File: src/rtl/bp_referee_pkg.sv
// Shared definitions for the BP referee: FSM state encoding, player move codes,
// map tile codes, failure codes and the LFSR step function.
package bp_referee_pkg;

  typedef enum logic [2:0] {
    StIdle,
    StSend,
    StWait,
    StCheck,
    StDone
  } state_e;

  typedef enum logic [1:0] {
    MoveStay  = 2'd0,
    MoveRight = 2'd1,
    MoveLeft  = 2'd2,
    MoveJump  = 2'd3
  } move_e;

  typedef enum logic [1:0] {
    TileEmpty = 2'd0,
    TileLow   = 2'd1,
    TileHigh  = 2'd2,
    TileWall  = 2'd3
  } tile_e;

  typedef enum logic [1:0] {
    ErrTimeout = 2'd0,
    ErrBounds  = 2'd1,
    ErrCollide = 2'd2,
    ErrAction  = 2'd3
  } err_e;

  // A missing move mid-game shares code 0 with the start-of-game timeout.
  localparam err_e ErrProtocol = ErrTimeout;

  localparam logic [15:0] LfsrReset = 16'hACE1;

  // 16-bit Fibonacci LFSR, taps 16,14,13,11, shifting towards bit 0.
  function automatic logic [15:0] lfsr_next(input logic [15:0] s);
    return {s[0] ^ s[2] ^ s[3] ^ s[5], s[15:1]};
  endfunction

endpackage

File: src/rtl/bp_referee_lfsr.sv
// bp_lfsr: 16-bit map-generation LFSR.
//   clk, rst  : clock, synchronous active-high reset (state -> 16'hACE1)
//   load      : load load_val this cycle (takes priority over enable)
//   load_val  : value to load
//   enable    : advance one step
//   state     : current LFSR state
module bp_lfsr
  import bp_referee_pkg::*;
(
  input  logic        clk,
  input  logic        rst,
  input  logic        load,
  input  logic [15:0] load_val,
  input  logic        enable,
  output logic [15:0] state
);

  logic [15:0] state_q;

  always_ff @(posedge clk) begin
    if (rst) begin
      state_q <= LfsrReset;
    end else if (load) begin
      state_q <= load_val;
    end else if (enable) begin
      state_q <= lfsr_next(state_q);
    end
  end

  assign state = state_q;

endmodule

File: src/rtl/bp_referee.sv
// bp_referee: generates a pseudo-random lane map for a player, then referees
// the player's moves through it and reports pass/fail.
//   clk, rst             : clock, synchronous active-high reset
//   start, seed          : launch pulse (honoured in idle only), LFSR seed
//   bp_in_valid, bp_guy,
//   bp_row               : map row stream to the player (2 bits per lane)
//   out_valid, out       : player move (stay/right/left/jump)
//   busy, done           : game in progress, one-cycle result pulse
//   pass, err_code,
//   fail_row             : result, held until the next start
// Row/move counters are 6 bits wide, so ROWS must not exceed 64.
module bp_referee
  import bp_referee_pkg::*;
#(
  parameter int unsigned ROWS       = 64,
  parameter int unsigned OBS_PERIOD = 8,
  parameter int unsigned TIMEOUT    = 100
) (
  input  logic        clk,
  input  logic        rst,
  input  logic        start,
  input  logic [15:0] seed,
  output logic        bp_in_valid,
  output logic [2:0]  bp_guy,
  output logic [15:0] bp_row,
  input  logic        out_valid,
  input  logic [1:0]  out,
  output logic        busy,
  output logic        done,
  output logic        pass,
  output logic [1:0]  err_code,
  output logic [5:0]  fail_row
);

  localparam int unsigned NumObs = (ROWS - 1) / OBS_PERIOD;
  localparam int unsigned WaitW  = (TIMEOUT > 2) ? $clog2(TIMEOUT) : 1;

  state_e                   state_q, state_d;
  logic [5:0]               row_q, row_d;
  logic [5:0]               move_q, move_d;
  logic [WaitW-1:0]         wait_q, wait_d;
  logic [2:0]               lane_q, lane_d;
  // Per obstacle row: {opening lane, opening tile}.
  logic [NumObs-1:0][4:0]   obs_q, obs_d;
  logic                     pass_q, pass_d;
  err_e                     err_q, err_d;
  logic [5:0]               fail_q, fail_d;

  logic [15:0] lfsr;
  logic        lfsr_load, lfsr_en;
  logic        unused_lfsr_hi;

  bp_lfsr u_lfsr (
    .clk      (clk),
    .rst      (rst),
    .load     (lfsr_load),
    .load_val ((seed == 16'h0) ? LfsrReset : seed),
    .enable   (lfsr_en),
    .state    (lfsr)
  );

  assign unused_lfsr_hi = ^lfsr[15:4];

  // Map row generation.
  logic  row_is_obs;
  tile_e obs_tile;

  always_comb begin
    row_is_obs = 1'b0;
    for (int i = 0; i < NumObs; i++) begin
      if (row_q == 6'((i + 1) * OBS_PERIOD)) row_is_obs = 1'b1;
    end
    obs_tile = lfsr[3] ? TileHigh : TileLow;
    bp_row   = '0;
    bp_guy   = '0;
    if (state_q == StSend) begin
      if (row_q == 6'd0) begin
        bp_guy = lfsr[2:0];
      end else if (row_is_obs) begin
        for (int j = 0; j < 8; j++) begin
          bp_row[2*j +: 2] = (3'(j) == lfsr[2:0]) ? obs_tile : TileWall;
        end
      end
    end
  end

  // Evaluation of the move presented this cycle, for row move_q.
  move_e      mv;
  logic       move_is_obs;
  logic [4:0] opening;
  logic [2:0] new_lane;
  logic       move_err;
  err_e       move_code;

  always_comb begin
    mv          = move_e'(out);
    move_is_obs = 1'b0;
    opening     = '0;
    for (int i = 0; i < NumObs; i++) begin
      if (move_q == 6'((i + 1) * OBS_PERIOD)) begin
        move_is_obs = 1'b1;
        opening     = obs_q[i];
      end
    end
    new_lane = lane_q;
    unique case (mv)
      MoveRight: new_lane = lane_q + 3'd1;
      MoveLeft:  new_lane = lane_q - 3'd1;
      default:   new_lane = lane_q;
    endcase
    move_err  = 1'b0;
    move_code = ErrTimeout;
    if ((mv == MoveRight && lane_q == 3'd7) || (mv == MoveLeft && lane_q == 3'd0)) begin
      move_err  = 1'b1;
      move_code = ErrBounds;
    end else if (move_is_obs && new_lane != opening[4:2]) begin
      move_err  = 1'b1;
      move_code = ErrCollide;
    end else if (move_is_obs &&
                 ((tile_e'(opening[1:0]) == TileLow && mv != MoveJump) ||
                  (tile_e'(opening[1:0]) == TileHigh && mv == MoveJump))) begin
      move_err  = 1'b1;
      move_code = ErrAction;
    end
  end

  // Next-state logic.
  always_comb begin
    state_d   = state_q;
    row_d     = row_q;
    move_d    = move_q;
    wait_d    = wait_q;
    lane_d    = lane_q;
    obs_d     = obs_q;
    pass_d    = pass_q;
    err_d     = err_q;
    fail_d    = fail_q;
    lfsr_load = 1'b0;
    lfsr_en   = 1'b0;

    unique case (state_q)
      StIdle: begin
        if (start) begin
          state_d   = StSend;
          row_d     = '0;
          pass_d    = 1'b0;
          err_d     = ErrTimeout;
          fail_d    = '0;
          lfsr_load = 1'b1;
        end
      end
      StSend: begin
        lfsr_en = 1'b1;
        if (row_q == 6'd0) lane_d = lfsr[2:0];
        for (int i = 0; i < NumObs; i++) begin
          if (row_q == 6'((i + 1) * OBS_PERIOD)) obs_d[i] = {lfsr[2:0], obs_tile};
        end
        if (row_q == 6'(ROWS - 1)) begin
          state_d = StWait;
          wait_d  = '0;
          move_d  = 6'd1;
        end else begin
          row_d = row_q + 6'd1;
        end
      end
      StWait: begin
        // WAIT lasts TIMEOUT-1 cycles so done lands TIMEOUT cycles after the last row.
        if (!out_valid) begin
          if (wait_q == WaitW'(TIMEOUT - 2)) begin
            state_d = StDone;
            err_d   = ErrTimeout;
            fail_d  = '0;
          end else begin
            wait_d = wait_q + WaitW'(1);
          end
        end
      end
      StCheck: begin
        if (!out_valid) begin
          state_d = StDone;
          err_d   = ErrProtocol;
          fail_d  = move_q;
        end
      end
      StDone:  state_d = StIdle;
      default: state_d = StIdle;
    endcase

    // A move is judged in the cycle it arrives; any verdict is reported next cycle.
    if (out_valid && (state_q == StWait || state_q == StCheck)) begin
      lane_d = new_lane;
      if (move_err) begin
        state_d = StDone;
        err_d   = move_code;
        fail_d  = move_q;
      end else if (move_q == 6'(ROWS - 1)) begin
        state_d = StDone;
        pass_d  = 1'b1;
      end else begin
        state_d = StCheck;
        move_d  = move_q + 6'd1;
      end
    end
  end

  always_ff @(posedge clk) begin
    if (rst) begin
      state_q <= StIdle;
      row_q   <= '0;
      move_q  <= '0;
      wait_q  <= '0;
      lane_q  <= '0;
      obs_q   <= '0;
      pass_q  <= 1'b0;
      err_q   <= ErrTimeout;
      fail_q  <= '0;
    end else begin
      state_q <= state_d;
      row_q   <= row_d;
      move_q  <= move_d;
      wait_q  <= wait_d;
      lane_q  <= lane_d;
      obs_q   <= obs_d;
      pass_q  <= pass_d;
      err_q   <= err_d;
      fail_q  <= fail_d;
    end
  end

  assign bp_in_valid = (state_q == StSend);
  assign busy        = (state_q != StIdle);
  assign done        = (state_q == StDone);
  assign pass        = pass_q;
  assign err_code    = err_q;
  assign fail_row    = fail_q;

endmodule
File: config.mk
export PLATFORM = sky130hd
export DESIGN_NAME = bp_referee
export DESIGN_NICKNAME = d
export VERILOG_FILES = /design/src/rtl/bp_referee_pkg.sv /design/src/rtl/bp_referee_lfsr.sv /design/src/rtl/bp_referee.sv
export SDC_FILE = /design/constraint.sdc
export NUM_CORES = 1
export LEC_CHECK = 0
export CELL_PAD_IN_SITES_DETAIL_PLACEMENT = 0
export CELL_PAD_IN_SITES_GLOBAL_PLACEMENT = 1
export CORE_UTILIZATION = 45
export DETAILED_ROUTE_END_ITERATION = 6
export GPL_ROUTABILITY_DRIVEN = 0
export GPL_TIMING_DRIVEN = 0
export HOLD_SLACK_MARGIN = 0.1
export PLACE_DENSITY_LB_ADDON = 0.3
export SETUP_SLACK_MARGIN = 0.4
export SYNTH_ARGS = -nofsm -noshare
export SYNTH_HDL_FRONTEND = slang
export SYNTH_SLANG_ARGS = --single-unit
File: constraint.sdc
create_clock -name clk -period 5.9 [get_ports clk]
set_input_delay 1.18 -clock clk [delete_from_list [all_inputs] [get_ports clk]]
set_output_delay 1.18 -clock clk [all_outputs]
set_load 0.05 [all_outputs]
* Word level (Yosys, flattened, before mapping) *
Cells that the tools add are included.

storage, ports and cells
  bits in registers = 85
  input port bits = 22
  output and inout port bits = 31
  word-level logic and storage cells = 193

operators by class
  add/sub/neg operators = 5
  equality and inequality tests = 46
  multiplexer cells = 91
  bitwise gates (word level) = 3
  reduce and logical (&&, ||, !) cells = 32

operators with widths
  cell                                                                   count
  16-bit 2-to-1 mux                                                      6
  6-bit 2-to-1 mux                                                       13
  6-bit equality test, second input constant                             10
  3-bit 2-to-1 mux                                                       13
  2-bit 2-to-1 mux                                                       18
  5-bit 2-to-1 mux                                                       7
  1-bit 2-to-1 mux                                                       25
  6-bit by 5-bit equality test with 1-bit output, second input constant  4
  7-bit 2-to-1 mux                                                       3
  6-bit one-hot mux with 3 select lines                                  1
  16-bit logical NOT                                                     1
  2-bit AND reduction                                                    8
  7-bit one-hot mux with 2 select lines                                  1
  6-bit by 1-bit adder with 6-bit output, second input constant          2
  3-bit equality test, first input constant                              4
  6-bit by 4-bit equality test with 1-bit output, second input constant  2
  3-bit one-hot mux with 4 select lines                                  1
  6-bit one-hot mux with 2 select lines                                  1
  2-bit != test, second input constant                                   5
  2-bit nonzero test                                                     5
  3-bit logical NOT                                                      3
  3-bit by 2-bit != test with 1-bit output, second input constant        3
  7-bit by 1-bit adder with 7-bit output, second input constant          1
  7-bit equality test, second input constant                             1
  23 further kinds                                                       39

* Longest topological paths before layout *
  depth after elaboration = 17
  depth in mapped cells = 12
  mapped depth without buffers = 11

* Modules after synthesis *
A second synthesis with hierarchy kept.

unflattened totals
  cell total of the unflattened synthesis = 538
  area total of the unflattened synthesis = 4679.5 µm²

by module, submodules not included
  module      instances  cells each  area an instance (µm²)
  bp_referee  1          464         3818.7
  bp_lfsr     1          74          860.8

* Worst setup path after synthesis *
OpenSTA, ideal clock, no wires.

  kind = reg2out
  from = register state_q[1]
  to = output bp_row[12]
  arrival = 2247 ps
  slack = 2473 ps
  stages on the path, launching flop included = 7
  path through = dfxtp_1 > clkbuf_1 > or3b_1 > nor2_1 > o311ai_1 > clkbuf_1 > a31oi_1

between the ends
  cells in the longest elaborated chain, start to end = 2

ends and longest elaborated chain
  what                                            line               RTL
  start, declared                                 bp_referee.sv:38   state_e state_q, state_d;
  start signal, assigned                          bp_referee.sv:208  state_q <= StIdle;
  start signal, assigned                          bp_referee.sv:218  state_q <= state_d;
  3-bit by 1-bit equality test with 1-bit output  bp_referee.sv:76   if (state_q == StSend) begin
  16-bit 2-to-1 mux                               bp_referee.sv:76
  end, declared                                   bp_referee.sv:25   output logic [15:0] bp_row,

Every way passes these cells.

* Worst setup path in the final report *
  from = register state_q[1]
  to = output bp_guy[1]

between the ends
  cells in the longest elaborated chain, start to end = 2

ends and longest elaborated chain
  what                                            line              RTL
  3-bit by 1-bit equality test with 1-bit output  bp_referee.sv:76
  3-bit 2-to-1 mux                                bp_referee.sv:76
  end, declared                                   bp_referee.sv:24  output logic [2:0] bp_guy,

Every way passes these cells.

==> Implementation_results.wiki <==
{| class="wikitable"
! Metric !! Value
|-
| Xor/xnor cell area share of the yosys netlist || 3.69%
|-
| Worst setup EP type || output port
|-
| Die width || 102 um
|-
| Die height || 102 um
|-
| Share of the clock period used by the worst path after layout || 73.5%
|-
| Number of enable-type register cells in the synthesized netlist || 0
|-
| Synth Area in Adders || 2.94%
|-
| Commonest register cell after synthesis || sky130_fd_sc_hd__dfxtp_1
|-
| TritonCTS clock tree || built
|-
| CP top delay family || simple AND/OR/NAND/NOR gates
|-
| Top Ports || 53
|-
| Warnings from Yosys || 0
|-
| DPL Wire Length || 8.87 mm
|-
| P&R area growth vs syn || 19.0%
|-
| Clk slew on worst S/H paths || 0.08 ns
|-
| Instance area at placement || 0.00518 sq mm
|-
| Beginning of the worst register-to-register path || move_q[0]$_SDFF_PP0_
|-
| Sequential element share of the synthesized area || 37.8%
|-
| First-pass GRT wire length || 19.4 mm
|-
| Reported max-cap violation count || 0
|-
| Number of global-route vias before repair || 3825
|-
| Detailed router's first-iteration violation count || 211
|-
| Crit-path max cell delay || 0.82 ns
|-
| Crit path kind || reg2out
|-
| Sequential cell area || 0.00170 sq mm
|-
| TNS Setup || 0 ns
|-
| Initial antenna violation count || 0
|-
| Routed wire per std cell || 15.9 um
|-
| Insertion delay to the later sink of the worst-skew pair || 0.37 ns
|-
| Number of buffers added for setup after CTS || 0
|-
| R2R Path End || move_q[2]$_SDFF_PP0_
|-
| Clock Tree Root || sky130_fd_sc_hd__clkbuf_8
|-
| Portion of netlist area occupied by mux cells || 6.66%
|-
| Placement Rows || 36
|-
| Maximum number of buffers from clock root to sink || 2
|-
| Buffers & Inverters on Critical Path || 3
|-
| Fraction of final layout cells with drive strength greater than 1 || 5.83%
|-
| Outcome || finished clean
|-
| Number of cells on the worst hold path || 2
|-
| Total gr overflow || 0
|-
| Post-synthesis compound-gate area fraction || 16.6%
|-
| Post-DRT Antenna Nets || 0
|-
| Worst Min Path Start || u_lfsr.state[10]$_SDFFE_PP1P_
|-
| Largest driver fanout on the critical path || 8
|-
| Most common cell after layout, fill and taps aside || sky130_fd_sc_hd__nor2_1
|-
| Largest family of logic cells by synthesized area || simple AND/OR/NAND/NOR gates
|-
| RSZ-0062 raised after global routing || false
|-
| Data arrival time of the worst path || 3.16 ns
|-
| Number of sinks on the clock net || 85
|-
| Peak clock frequency supported by timing || 231 MHz
|-
| Hold crit path type || reg2reg
|-
| Count of final max-slew check failures || 0
|-
| Max-slew headroom || 19.1%
|-
| Area of the die || 0.0104 sq mm
|-
| CP max stage cell || sky130_fd_sc_hd__clkdlybuf4s50_1
|-
| Final Hold Viols || 0
|-
| Post-synthesis cell type count || 65
|-
| Net total in the final layout || 645
|-
| Endpoint of the worst hold-timing path || u_lfsr.state[10]$_SDFFE_PP1P_
|-
| Pin count of the biggest net entering global routing || 14
|-
| Via count || 4192
|-
| Cell count of the worst reg-to-reg path || 11
|-
| Synthesized instance count || 551
|-
| Worst Path Required || 4.72 ns
|-
| Average cell area after synthesis || 8.18 sq um
|-
| Total Routing Usage GR || 24.1%
|-
| Area share of and/or/nand/nor cells after synthesis || 27.0%
|-
| Setup slack of the most critical reg-to-reg path || 2.88 ns
|-
| H-tree lvl count || 3
|-
| Transition at the pin with the smallest max-transition slack || 1.20 ns
|-
| CTS hold repair buffers || 0
|-
| Post-synth net total || 583
|-
| Floorplan core area || 0.00973 sq mm
|-
| P_leak || 2.01 nW
|-
| IO Port Bufs || 51
|-
| Number of antenna cells inserted || 0
|-
| Mapped cell area || 0.00451 sq mm
|-
| Most used cells in the layout excluding fill and tap cells || 100 x sky130_fd_sc_hd__nor2_1, 85 x sky130_fd_sc_hd__dfxtp_1, 51 x sky130_fd_sc_hd__clkdlybuf4s50_1
|-
| Post-cts gate resize count || 0
|-
| Final setup violation count || 0
|-
| Initial core utilization || 46.3%
|-
| Post-route DRC violation count || 0
|-
| Final standard cell area without fillers || 0.00536 sq mm
|-
| Fin Clk Skew || 0.0111 ns
|-
| TritonCTS buffer count || 9
|-
| Vias per inst || 5.59
|-
| Power density over the cells || 309 mW/mm^2
|-
| Max rail drop VDD || 0.000191 V
|-
| Async set-or-reset flop fraction in the synthesized netlist || 0%
|-
| Post-synthesis register bit count || 85
|-
| Area used by multi-input combinational logic || 0.00256 sq mm
|-
| Total Routed Length || 11.9 mm
|-
| Min Tclk post-route || 4.34 ns
|-
| Startpoint types || flip-flop
|-
| Drt pass-1 iters || 5
|-
| CP Cell Sequence || clkbuf_1 > or3b_1 > or3_1 > clkbuf_1 > nor2_1 > and2_1 > clkdlybuf4s50_1
|-
| Most frequent cell on the critical path || sky130_fd_sc_hd__clkbuf_1
|-
| Fill cell count || 977
|}
==> report_power, final <==
group          total [W]  switching [W]  internal, W  leakage (nW)
Sequential      0.000684      0.0000446     0.000640         0.689
Clock           0.000401       0.000209     0.000191        0.0919
Combinational   0.000574       0.000385     0.000189          1.23
==> how the worst max path moves through the flow <==
stage	slack, ns	endpoint	from	depth (start not counted)
after CTS	1.57	bp_guy[0]	state_q[1]$_SDFFE_PP0P_	7
after global placement	1.85	move_q[2]$_SDFF_PP0_	out[0]	12
after detailed placement	1.80	move_q[2]$_SDFF_PP0_	out[0]	12
after floorplan	2.47	bp_row[12]	state_q[1]$_SDFFE_PP0P_	6
final	1.56	bp_guy[1]	state_q[1]$_SDFFE_PP0P_	7
after global routing	1.40	bp_guy[0]	state_q[1]$_SDFFE_PP0P_	7
==> through the flow <==
step	instances	hold WS, ns	util, %	total power [W]	setup WS (ns)
floorplan	551	0.446	-	0.00110	2.47
global placement	735	0.460	53.3	0.00126	1.85
detailed placement	735	0.465	53.3	0.00127	1.80
CTS	750	0.488	55.1	0.00166	1.57
global route	750	0.509	55.1	0.00176	1.40
finish	750	0.483	55.1	0.00166	1.56
==> state kept, by name (all words and copies together) (netlist names) <==
register and flops:
state_q 3, err_code 2, fail_row 6, u_lfsr.state 16
pass 1, wait_q 7, obs_q 35, row_q 6
lane_q 3, move_q 6
==> cells in the mapped netlist, drive strengths merged, types with 3 or more instances <==
cell	number	area [sq um]
nor2	100	375
dfxtp	85	1700
a21oi	33	165
nand2	32	123
clkbuf	31	116
mux2i	30	300
nor3	26	145
inv	17	63.8
o21ai	16	80.1
nand3	13	65.1
a31oi	12	81.3
nor4	12	87.6
xnor2	12	105
buf	10	60.1
a221oi	9	78.8
ha	9	113
a211oi	7	52.6
and2	7	43.8
nand2b	7	51.3
nand4	7	58.8
nor2b	7	43.8
xor2	7	61.3
a22o	6	52.6
and3	5	31.3
a22oi	3	22.5
a2bb2oi	3	32.5
a311oi	3	26.3
o22ai	3	18.8
or2	3	18.8
or3b	3	28.8
==> routing by layer <==
layer / track usage, % / vias to the layer above / wire [um]
met1: 32.4 / 1980 / 5550
li1: - / 2087 / -
met2: 39.0 / 104 / 5610
met4: 7.91 / 0 / 263
met5: 0 / - / 0
met3: 4.51 / 21 / 510
==> worst register-to-register path: cells and delay by family, from the launching register on <==
family / cells / cell delay, ns
AOI/OAI and AO/OA: 3 / 0.84
and+or+nand+nor: 4 / 1.05
adders and majority gates: 1 / 0.26
xor gates and xnor gates: 1 / 0.16
DFF: 1 / 0.36
buffers and inverters: 2 / 0.24
==> logic make-up (layout without fill, tap and decap cells) <==
logic type	Yosys count	after routing
fa+ha+maj	10	10
simple gates	238	238
flops	85	85
mux	30	30
buf+inv	58	124
compound gates	111	111
xor+xnor	19	19
==> layout make-up <==
type	instances	area share, %
Sequential cell	85	31.7
Timing Repair Buffer	51	9.52
Inverter	17	1.19
Clock buffer	10	2.38
Buffer	41	3.29
Tap cell	133	3.10
Multi-Input combinational cell	408	47.8
Clock inverter	5	0.980
No activity file was read; power rests on OpenSTA's default activity.
